**src/rtl/mem_pkg.sv**
```systemverilog
// rtl/mem_pkg.sv - shared state/op encodings and wait-counter width for mem_access_ctrl
package mem_pkg;

  typedef enum logic [1:0] {
    IDLE   = 2'd0,
    ACCESS = 2'd1,
    DONE   = 2'd2
  } state_t;

  typedef enum logic {
    OP_RD = 1'b0,
    OP_WR = 1'b1
  } op_t;

  localparam int WAIT_CNT_W = 4;

endpackage

```
**src/rtl/mem_access_ctrl_if.sv**
```systemverilog
// rtl/mem_access_ctrl_if.sv - FSM request side and memory side of mem_access_ctrl
interface mem_access_ctrl_if #(
  parameter int AW = 8,
  parameter int DW = 8
);
  logic          MemRead;
  logic          MemWrite;
  logic          AddrSel;
  logic [AW-1:0] pc_addr;
  logic [AW-1:0] reg_addr;
  logic [DW-1:0] wdata;
  logic [AW-1:0] mem_addr;
  logic [DW-1:0] mem_wdata;
  logic          mem_re;
  logic          mem_we;
  logic [DW-1:0] mem_rdata;
  logic          stall;
  logic [DW-1:0] rdata;
  logic          rdata_valid;
  logic          req_err;

  // master is the control FSM plus the memory; slave is the access controller
  modport master (
    output MemRead, MemWrite, AddrSel, pc_addr, reg_addr, wdata, mem_rdata,
    input  mem_addr, mem_wdata, mem_re, mem_we, stall, rdata, rdata_valid, req_err
  );

  modport slave (
    input  MemRead, MemWrite, AddrSel, pc_addr, reg_addr, wdata, mem_rdata,
    output mem_addr, mem_wdata, mem_re, mem_we, stall, rdata, rdata_valid, req_err
  );
endinterface

```
**src/rtl/mem_wait_counter.sv**
```systemverilog
// rtl/mem_wait_counter.sv - loadable down-counter with zero flag for access wait states
module mem_wait_counter #(
  parameter int W = 4
) (
  input  logic         clock,
  input  logic         reset,
  input  logic         load,
  input  logic [W-1:0] load_val,
  input  logic         dec,
  output logic [W-1:0] count,
  output logic         zero
);

  always_ff @(posedge clock or posedge reset) begin
    if (reset) begin
      count <= '0;
    end else if (load) begin
      count <= load_val;
    end else if (dec && (count != '0)) begin
      count <= count - 1'b1;
    end
  end

  assign zero = (count == '0);

endmodule

```
**src/rtl/mem_access_ctrl.sv**
```systemverilog
// rtl/mem_access_ctrl.sv - single-port memory access stage with programmable wait states
// Optional MEM_ACCESS_STATS_EN adds rd_count/wr_count completion counters.
module mem_access_ctrl
  import mem_pkg::*;
#(
  parameter int AW          = 8,
  parameter int DW          = 8,
  parameter int WAIT_CYCLES = 1
) (
  input  logic                clock,
  input  logic                reset,
  mem_access_ctrl_if.slave    bus
`ifdef MEM_ACCESS_STATS_EN
  ,
  output logic [15:0]         rd_count,
  output logic [15:0]         wr_count
`endif
);

  generate
    if (WAIT_CYCLES < 0 || WAIT_CYCLES >= (1 << WAIT_CNT_W)) begin : g_wait_range
      $error("mem_access_ctrl: WAIT_CYCLES must be in 0..15");
    end
  endgenerate

  localparam logic [WAIT_CNT_W-1:0] WAIT_LOAD = WAIT_CNT_W'(WAIT_CYCLES);

  state_t                state;
  state_t                state_nxt;
  op_t                   op_q;
  logic                  req_one;
  logic                  req_both;
  logic                  accept;
  logic                  cnt_zero;
  logic                  access_end;
  logic [WAIT_CNT_W-1:0] cnt;

  assign req_one    = bus.MemRead ^ bus.MemWrite;
  assign req_both   = bus.MemRead & bus.MemWrite;
  assign accept     = (state == IDLE) && req_one;
  assign access_end = (state == ACCESS) && cnt_zero;

  mem_wait_counter #(.W(WAIT_CNT_W)) u_wait (
    .clock    (clock),
    .reset    (reset),
    .load     (accept),
    .load_val (WAIT_LOAD),
    .dec      (state == ACCESS),
    .count    (cnt),
    .zero     (cnt_zero)
  );

  always_ff @(posedge clock or posedge reset) begin
    if (reset) begin
      state <= IDLE;
    end else begin
      state <= state_nxt;
    end
  end

  // Enables are decoded from registered state so an async reset drops them at once
  always_comb begin
    state_nxt       = state;
    bus.stall       = 1'b0;
    bus.mem_re      = 1'b0;
    bus.mem_we      = 1'b0;
    bus.rdata_valid = 1'b0;
    case (state)
      IDLE: begin
        bus.stall = req_one;
        if (req_one) state_nxt = ACCESS;
      end
      ACCESS: begin
        bus.stall  = 1'b1;
        bus.mem_re = (op_q == OP_RD);
        bus.mem_we = (op_q == OP_WR);
        if (cnt_zero) state_nxt = DONE;
      end
      DONE: begin
        bus.rdata_valid = (op_q == OP_RD);
        state_nxt       = IDLE;
      end
      default: state_nxt = IDLE;
    endcase
  end

  always_ff @(posedge clock or posedge reset) begin
    if (reset) begin
      bus.mem_addr  <= '0;
      bus.mem_wdata <= '0;
      op_q          <= OP_RD;
      bus.rdata     <= '0;
      bus.req_err   <= 1'b0;
    end else begin
      bus.req_err <= (state == IDLE) && req_both;
      if (accept) begin
        bus.mem_addr  <= bus.AddrSel ? bus.pc_addr : bus.reg_addr;
        bus.mem_wdata <= bus.wdata;
        op_q          <= bus.MemWrite ? OP_WR : OP_RD;
      end
      if (access_end && (op_q == OP_RD)) begin
        bus.rdata <= bus.mem_rdata;
      end
    end
  end

`ifdef MEM_ACCESS_STATS_EN
  always_ff @(posedge clock or posedge reset) begin
    if (reset) begin
      rd_count <= '0;
      wr_count <= '0;
    end else if (access_end) begin
      if (op_q == OP_RD) rd_count <= rd_count + 16'd1;
      else               wr_count <= wr_count + 16'd1;
    end
  end
`endif

endmodule

```
**src/flat_wrapper.sv**
```systemverilog
// flat-port wrapper written by rule: the top's interface ports become plain ports
module mem_access_ctrl_flat import mem_pkg::*;
#(
  parameter int AW          = 8,
  parameter int DW          = 8,
  parameter int WAIT_CYCLES = 1
)
  (clock, reset, bus_MemRead, bus_MemWrite, bus_AddrSel, bus_pc_addr, bus_reg_addr, bus_wdata, bus_mem_rdata, bus_mem_addr, bus_mem_wdata, bus_mem_re, bus_mem_we, bus_stall, bus_rdata, bus_rdata_valid, bus_req_err);
  mem_access_ctrl_if #(.AW(AW), .DW(DW)) bus_i ();
  input  logic clock;
  input  logic reset;
  input wire logic [$bits(bus_i.MemRead)-1:0] bus_MemRead;
  input wire logic [$bits(bus_i.MemWrite)-1:0] bus_MemWrite;
  input wire logic [$bits(bus_i.AddrSel)-1:0] bus_AddrSel;
  input wire logic [$bits(bus_i.pc_addr)-1:0] bus_pc_addr;
  input wire logic [$bits(bus_i.reg_addr)-1:0] bus_reg_addr;
  input wire logic [$bits(bus_i.wdata)-1:0] bus_wdata;
  input wire logic [$bits(bus_i.mem_rdata)-1:0] bus_mem_rdata;
  output wire logic [$bits(bus_i.mem_addr)-1:0] bus_mem_addr;
  output wire logic [$bits(bus_i.mem_wdata)-1:0] bus_mem_wdata;
  output wire logic [$bits(bus_i.mem_re)-1:0] bus_mem_re;
  output wire logic [$bits(bus_i.mem_we)-1:0] bus_mem_we;
  output wire logic [$bits(bus_i.stall)-1:0] bus_stall;
  output wire logic [$bits(bus_i.rdata)-1:0] bus_rdata;
  output wire logic [$bits(bus_i.rdata_valid)-1:0] bus_rdata_valid;
  output wire logic [$bits(bus_i.req_err)-1:0] bus_req_err;
  assign bus_i.MemRead = bus_MemRead;
  assign bus_i.MemWrite = bus_MemWrite;
  assign bus_i.AddrSel = bus_AddrSel;
  assign bus_i.pc_addr = bus_pc_addr;
  assign bus_i.reg_addr = bus_reg_addr;
  assign bus_i.wdata = bus_wdata;
  assign bus_i.mem_rdata = bus_mem_rdata;
  assign bus_mem_addr = bus_i.mem_addr;
  assign bus_mem_wdata = bus_i.mem_wdata;
  assign bus_mem_re = bus_i.mem_re;
  assign bus_mem_we = bus_i.mem_we;
  assign bus_stall = bus_i.stall;
  assign bus_rdata = bus_i.rdata;
  assign bus_rdata_valid = bus_i.rdata_valid;
  assign bus_req_err = bus_i.req_err;
  mem_access_ctrl #(.AW(AW), .DW(DW), .WAIT_CYCLES(WAIT_CYCLES)) u_core (.clock(clock), .reset(reset), .bus(bus_i));
endmodule
```
**config.mk**
```make
export PLATFORM = sky130hd
export DESIGN_NAME = mem_access_ctrl_flat
export DESIGN_NICKNAME = d
export VERILOG_FILES = /design/src/rtl/mem_pkg.sv /design/src/rtl/mem_access_ctrl_if.sv /design/src/rtl/mem_wait_counter.sv /design/src/rtl/mem_access_ctrl.sv /design/src/flat_wrapper.sv
export SDC_FILE = /design/constraint.sdc
export NUM_CORES = 1
export LEC_CHECK = 0
export ABC_AREA = 0
export CAP_MARGIN = 20
export CORE_MARGIN = 5
export CORE_UTILIZATION = 25
export DETAILED_ROUTE_END_ITERATION = 10
export PLACE_DENSITY = 0.56
export SLEW_MARGIN = 25
export SYNTH_ARGS = -nofsm -noshare
export SYNTH_HDL_FRONTEND = slang
export SYNTH_SLANG_ARGS = --single-unit
```
**constraint.sdc**
```tcl
create_clock -name clock -period 4.2 [get_ports clock]
set_clock_uncertainty 0.15 [all_clocks]
set_input_delay 0.42 -clock clock [delete_from_list [all_inputs] [get_ports clock]]
set_output_delay 0.42 -clock clock [all_outputs]
set_load 0.01 [all_outputs]
```
Word-level counts from Yosys, hierarchy flattened --
Cells that the tools add are included.
Cells by class: $add $sub $neg 1, equal/unequal tests 4, multiplexer cells 11, bitwise gates (word level) 3, reductions and logical operators 10
Operators with widths (number):
- two-way mux 4 bit | 2
- two-way mux 8 bit | 1
- logical AND 1 bit | 5
- logical NOT 4 bit | 1
- two-way mux 1 bit | 4
- two-way mux 2 bit | 2
- != test 2 x 1 -> 1 bit (second input constant) | 2
- case mux 2 bit (2 select lines) | 1
- nonzero test 4 bit | 1
- subtractor 4 x 1 -> 4 bit (second input constant) | 1
- == test 2 x 1 -> 1 bit (second input constant) | 1
- == test 2 bit (second input constant) | 1
- logical NOT 2 bit | 1
- case mux 1 bit (2 select lines) | 1
- AND reduction 2 bit | 1
- nonzero test 2 bit | 1
- AND 1 bit | 1
- NOT 1 bit | 1
- XOR 1 bit | 1
Word-level totals: register bits 32, bits of input ports 37, output and inout port bits 29, word-level logic and storage cells 36

Depth between registers and ports, before layout --
Gate-level depths: netlist (run 1).
depth in word-level cells 4, depth in mapped cells 6, depth with buffers taken out 5

Hierarchy --
A second synthesis (run 1) with hierarchy kept.
Second synthesis, totals: cell total of the unflattened synthesis 108, area total of the unflattened synthesis 1546.5 µm²
By module, submodules not included:
- mem_access_ctrl | times used 1, cells an instance 80, area an instance 1285.0 µm², seq. area each 700.7 µm²
- mem_wait_counter | times used 1, cells an instance 28, area an instance 261.5 µm², seq. area each 100.1 µm²

Least setup slack after synthesis (run 1) --
OpenSTA, ideal clock, no wires.
path type input -> register, start point input port bus_MemWrite, end point register u_core.bus.mem_wdata[0], library setup time 0.125 ns, data arrival time 1.530 ns, required time 3.925 ns, slack 2.395 ns, cell stages on the path 5, path through ha_1 > nor3b_1 > buf_6 > buf_6 > mux2_2
Between the ends: longest elaborated chain between the ends 2
Ends and longest elaborated chain:
- from (decl) | RTL line flat_wrapper.sv:13 | input wire logic [$bits(bus_i.MemWrite)-1:0] bus_MemWrite;
- XOR 1 bit | RTL line mem_access_ctrl.sv:38 | assign req_one = bus.MemRead ^ bus.MemWrite;
- logical AND 1 bit | RTL line mem_access_ctrl.sv:40 | assign accept = (state == IDLE) && req_one;
- to (signal assigned) | RTL line mem_access_ctrl.sv:98 | bus.mem_wdata <= bus.wdata;
- to (decl) | RTL line mem_access_ctrl_if.sv:30 | output mem_addr, mem_wdata, mem_re, mem_we, stall, rdata, rdata_valid, req_err
No other way between the ends. A chain may end at the register's enable or synchronous reset.

Worst setup path after layout (run 1) --
start point input port bus_MemWrite, end point output port bus_stall
Between the ends: longest elaborated chain between the ends 2
Ends and longest elaborated chain:
- XOR 1 bit | RTL line mem_access_ctrl.sv:38
- case mux 1 bit (2 select lines) | RTL line mem_access_ctrl.sv:68 | case (state)
- to (decl) | RTL line flat_wrapper.sv:23 | output wire logic [$bits(bus_i.stall)-1:0] bus_stall;
No other way between the ends.

==> flow_metrics.py, run 1 <==
metrics = {
    "worst_setup_path": {
        "critPathKind": "primary input to primary output",
        "end_kind": "primary output",
        "regToRegEndpoint": "u_core.bus.rdata[7]",
        "rr_startpoint": "u_core.u_wait.count[0]",
        "cp.arrival_ns": 1.88,
        "cp-start-kind": "primary input",
        "cp.required_ns": 3.63,
        "r2r_slack_ns": 2.42,
        "rr_worst_depth": 5,
        "crit_path_max_fanout": 3,
    },
    "global_routing": {
        "antenna_found_initial": 0,
        "grt_max_degree": 28,
        "grt_first_pass_wirelength_um": 5470,
        "grt_overflow": 0,
        "track_usage_pct": 9.60,
        "grt_pass1_vias": 1156,
    },
    "clock_network": {
        "cts_buffers": 5,
        "worstSkewPairLatency_ns": 0.28,
        "cts-resized-gates": 0,
        "cts_hold_buffers": 0,
        "clock-root-buffer": "clkbuf_8",
        "path_clk_slew_ns": 0.06,
        "htree_num_levels": 2,
        "cts.sinks": 32,
        "cts_setup_buffers": 0,
        "cts_buffer_depth": 2,
        "cts_tree": "yes",
    },
    "timing": {
        "rsz0062_at_grt": "no",
        "slew_viol_final": 0,
        "fin_crit_sh_pct": 58.4,
        "setup_tns_ns": 0,
        "tightest_slew_ns": 0.644,
        "fin_hold_ws_ns": 0.355,
        "finalSetupViolCount": 0,
        "max-slew-margin-rel_pct": 57.0,
        "final_hold_viol_count": 0,
        "fin_crit_ns": 2.45,
        "max_freq_ghz": 0.408,
    },
    "floorplan": {
        "start_util_pct": 25.8,
        "coreArea_sq_um": 5510,
        "ioPinCount": 66,
        "dieWidth_um": 85.4,
        "die_height_um": 85.4,
        "num_rows": 27,
        "design.die.area_sq_um": 7290,
    },
    "power": {
        "seqPwrFrac_pct": 36.2,
        "clockPowerShare_pct": 18.2,
        "power.net_switching_uw": 488,
        "swShare_pct": 31.3,
        "comb_power_share_pct": 45.7,
        "peakVddDrop_uv": 227,
        "p_per_area_nw_per_um2": 695,
        "power_leakage_uw": 0.000946,
        "internal_power_uw": 1070,
    },
    "cells_and_area": {
        "syn_to_final_growth_pct": 57.9,
        "stdcell_area_sq_um": 2240,
        "layout-drive-gt1-share_pct": 16.9,
        "final_common_cell": "clkdlybuf4s50_1",
        "fill_cells": 522,
        "layout_common_cells": "clkdlybuf4s50_1, dfrtp_1, mux2_2, nor2_1, mux2i_1",
        "finish.utilization_pct": 40.8,
        "antenna_cells": 0,
        "stdcell_count": 255,
        "nets": 222,
    },
    "synth": {
        "synth-seq-cells": 32,
        "synth_fp_nets": 153,
        "syn_inst": 113,
        "syn-mean-instance-area_sq_um": 12.6,
        "syn_area_sq_um": 1420,
        "ys_types": 23,
        "ys_warn_count": 0,
        "ys_seq_area_share_pct": 56.3,
    },
    "hold_path": {
        "min_to": "u_core.bus.rdata[4]",
        "holdCritStartpoint": "u_core.bus.rdata[4]",
        "hold_depth": 1,
        "hp-class": "flop to flop",
    },
    "routing": {
        "ant_nets": 0,
        "drcViolationCount": 0,
        "wl_per_cell_um": 12.9,
        "drtIter0Drc": 29,
        "vias": 1105,
        "viasPerCell": 4.33,
        "wl_um": 3300,
        "first_pass_iters": 4,
    },
    "place": {
        "place.gp.congestion": 0.700,
        "detailed_place_hpwl_um": 2610,
        "dpl.cell_count": 247,
        "port_buffers": 65,
        "place_area_sq_um": 2140,
    },
    "job": {
        "maxCapViolations": 0,
    },
    "status": {
        "status": "finished, final reports clean",
    },
}
[synthesized netlist by cell type (all sizes together)]
cell type | number | area share (%)
a21oi | 9 | 3.2
a41oi | 1 | 0.62
and3 | 1 | 0.44
buf | 5 | 3.2
dfrtp | 32 | 56
ha | 3 | 2.6
inv | 5 | 1.3
mux2 | 17 | 13
mux2i | 10 | 7.0
nand2 | 1 | 0.44
nand2b | 2 | 0.88
nand3 | 3 | 1.1
nor2 | 13 | 3.4
nor3 | 1 | 0.35
nor3b | 4 | 2.9
o21ai | 2 | 0.70
or2 | 1 | 0.44
or3 | 1 | 0.44
or3b | 1 | 0.62
or4 | 1 | 0.53
[power by group through the flow]
stage                     clock network, uW  registers, uW  logic [uW]
final                                   284            564         712
after CTS                               297            567         729
after floorplan                           0            604         333
after global routing                    309            589         784
after detailed placement                  0            570         729
after global placement                    0            564         710
[worst max-delay path, stage by stage]
cell and delay (ns):
clkdlybuf4s50_1 0.43, ha_1 0.33, nor2_1 0.16, nor2_1 0.06
clkdlybuf4s50_1 0.48
[per-stage QoR]
| stage | power (uW) | setup slack (ns) |
|---|---|---|
| after floorplan | 937 | 2.40 |
| after detailed placement | 1300 | 1.74 |
| after global routing | 1680 | 1.67 |
| after global placement | 1270 | 1.78 |
| final | 1560 | 1.75 |
| after CTS | 1590 | 1.73 |
[cells by family (layout without fill, tap and decap cells)]
kind of cell,count (synthesis),count (layout),share of synthesized area [%]
mux,27,27,20.5
fa+ha+maj,3,3,2.64
compound gates,12,12,4.49
simple gates,29,29,11.5
buf+inv,10,80,4.49
flops,32,32,56.3
[state kept, by name, summed over array words and instances, names as in the netlist]
signal and cells:
u_core.bus.req_err 1, u_core.state 2, u_core.op_q 1, u_core.u_wait.count 4
u_core.bus.mem_wdata 8, u_core.bus.mem_addr 8, u_core.bus.rdata 8
[how the worst max path moves through the flow]
stage	startpoint	endpoint	slack, ns	cells past startpoint
global placement	bus_MemWrite	bus_stall	1.78	5
global route	bus_MemWrite	bus_stall	1.67	5
detailed placement	bus_MemWrite	bus_stall	1.74	5
finish	bus_MemWrite	bus_stall	1.75	5
CTS	bus_MemWrite	bus_stall	1.73	5
floorplan	bus_MemWrite	u_core.bus.mem_wdata[0]	2.40	5
[layer usage]
| metal | global-route usage [%] | part of all wire [%] | vias up |
|---|---|---|---|
| met1 | 10.6 | 38 | 530 |
| met2 | 15.7 | 51 | 43 |
| met3 | 4.37 | 9.7 | 5 |
| li1 | - | - | 527 |
| met5 | 0 | 0 | - |
| met4 | 4.32 | 1.7 | 0 |
[area by class of cell]
cell class | instances | area [sq um] | share of cell area [%]
Clock buffer | 6 | 72.6 | 3.23
Multi-Input combinational cell | 71 | 562 | 25.0
Sequential cell | 32 | 801 | 35.7
Tap cell | 72 | 90.1 | 4.01
Inverter | 5 | 18.8 | 0.836
Clock inverter | 2 | 35.0 | 1.56
Timing Repair Buffer | 67 | 666 | 29.7
(Power assumes the default switching activity.)
==> inputs of run 2 (changes only) <==
--- a/config.mk
+++ b/config.mk
@@ -10,7 +10,7 @@
 export CORE_MARGIN = 5
 export CORE_UTILIZATION = 25
 export DETAILED_ROUTE_END_ITERATION = 10
-export PLACE_DENSITY = 0.56
+export PLACE_DENSITY = 0.58
 export SLEW_MARGIN = 25
 export SYNTH_ARGS = -nofsm -noshare
 export SYNTH_HDL_FRONTEND = slang
==> constraint.sdc (replaced) <==
create_clock -name clock -period 2.2 [get_ports clock]
set_clock_uncertainty 0.15 [all_clocks]
set_input_delay 0.22 -clock clock [delete_from_list [all_inputs] [get_ports clock]]
set_output_delay 0.22 -clock clock [all_outputs]
set_load 0.01 [all_outputs]
==> run 2 against run 1 <==
Register-to-register slack got worse by 2.0 ns. Design area increased by 0.39%. Sequential power up 90%. Hold slack got worse by 0.25 ns. Clock power up 69%. Highest routed layer unchanged.
==> flow_metrics.py, run 2 (synthesis gave the netlist of run 1 again) <==
metrics = {
    "worst_setup_path": {
        "crit_buf_inv": 2,
        "cp.arrival_ns": 1.68,
        "max_stage_delay_ns": 0.54,
        "cp.required_ns": 1.83,
        "crit_family": "buffers and inverters",
        "crit_path_max_fanout": 3,
        "end_kind": "primary output",
        "critPathKind": "primary input to primary output",
        "cp_slowest_cell": "clkdlybuf4s50_1",
        "path_cells": "clkdlybuf4s50_1 > ha_1 > nor2_1 > nor2_1 > clkdlybuf4s50_1",
        "cp-start-kind": "primary input",
    },
    "timing": {
        "fin_crit_sh_pct": 93.1,
        "slew_viol_final": 0,
        "tightest_slew_ns": 0.455,
        "finalSetupViolCount": 0,
        "max_freq_ghz": 0.488,
        "fin_crit_ns": 2.05,
        "max-slew-margin-rel_pct": 69.6,
        "setup_tns_ns": 0,
        "final_hold_viol_count": 0,
        "rsz0062_at_grt": "no",
    },
    "floorplan": {
        "design.die.area_sq_um": 7290,
        "dieWidth_um": 85.4,
        "ioPinCount": 66,
        "die_height_um": 85.4,
        "start_util_pct": 25.8,
        "num_rows": 27,
        "coreArea_sq_um": 5510,
    },
    "clock_network": {
        "worstSkewPairLatency_ns": 0.28,
        "cts_buffer_depth": 2,
        "path_clk_slew_ns": 0.07,
        "cts.sinks": 32,
        "cts_buffers": 5,
        "cts_setup_buffers": 0,
        "clock-root-buffer": "clkbuf_8",
        "cts_hold_buffers": 0,
        "htree_num_levels": 2,
        "cts_tree": "yes",
        "cts-resized-gates": 0,
    },
    "cells_and_area": {
        "nets": 223,
        "antenna_cells": 0,
        "layout_common_cells": "clkdlybuf4s50_1, dfrtp_1, mux2_2, nor2_1, mux2i_1",
        "layout-drive-gt1-share_pct": 17.5,
        "reg.largest.list": "u_core.bus.mem_addr (8), u_core.bus.mem_wdata (8), u_core.bus.rdata (8)",
        "final_common_cell": "clkdlybuf4s50_1",
        "finish.utilization_pct": 40.9,
        "syn_to_final_growth_pct": 58.5,
    },
    "hold_path": {
        "hp-class": "primary input to async pin",
    },
    "routing": {
        "drcViolationCount": 0,
        "first_pass_iters": 4,
        "vias": 1074,
        "viasPerCell": 4.21,
        "drtIter0Drc": 23,
        "wl_per_cell_um": 12.4,
        "wl_um": 3170,
        "ant_nets": 0,
    },
    "global_routing": {
        "track_usage_pct": 9.16,
        "grt_overflow": 0,
        "grt_pass1_vias": 1114,
        "antenna_found_initial": 0,
        "grt_first_pass_wirelength_um": 5260,
        "grt_max_degree": 28,
    },
    "power": {
        "peakVddDrop_uv": 434,
        "power_leakage_uw": 0.000950,
        "p_per_area_nw_per_um2": 1300,
    },
    "place": {
        "port_buffers": 65,
        "detailed_place_hpwl_um": 2510,
        "place.gp.congestion": 0.689,
    },
    "status": {
        "status": "finished, final reports clean",
    },
    "job": {
        "maxCapViolations": 0,
    },
}
==> run 2: per-layer routing <==
metal,track usage (%),vias up,routed length (um)
met5,0,-,0
met2,14.2,46,1440
met1,10.8,493,1330
met3,4.66,7,336
met4,3.45,0,53
li1,-,528,-
==> run 2: worst register-to-register path, cell delays in order, from the launching register on <==
cell and delay (ns):
dfrtp_1 0.40, inv_1 0.09, ha_1 0.17, nor3b_1 0.32
nand2_2 0.21, mux2_2 0.32
==> run 2: path summary, 6_finish.rpt <==
check	slack, ns	start	cells after the start	endpoint
min	0.11	reset	2	u_core.bus.rdata[4]
min in group clock	0.35	u_core.u_wait.count[0]	1	u_core.u_wait.count[0]
max reg2reg	0.43	u_core.u_wait.count[0]	5	u_core.bus.rdata[1]
min reg2reg	0.35	u_core.u_wait.count[0]	1	u_core.u_wait.count[0]
max	0.15	bus_MemWrite	5	bus_stall
max in group asynchronous	1.27	reset	3	u_core.bus.mem_wdata[2]
==> run 2: stage by stage <==
stage,setup WS [ns],cell area [sq um],total power [uW],hold WS [ns],cells
6_report,0.152,2250,2930,0.108,255
5_1_grt,0.0695,2250,3150,0.164,255
4_1_cts,0.140,2250,2990,0.115,255
3_5_place_dp,0.0895,2160,2490,0.343,248
3_3_place_gp,0.111,2160,2470,0.336,248
2_1_floorplan,0.595,1420,1790,0.186,113
==> run 2: report_power, final <==
part	internal (uW)	switching [uW]
Sequential	878	191
Clock	278	201
Combinational	849	531
Total	2010	922
==> run 2: final cells by class <==
class	count	area, sq um
fillers	540	3250
flip-flops and latches	32	801
repair buffers	68	686
multi-input cells	71	562
clock buffers	7	96.3
well taps	72	90.1
inverters	5	18.8
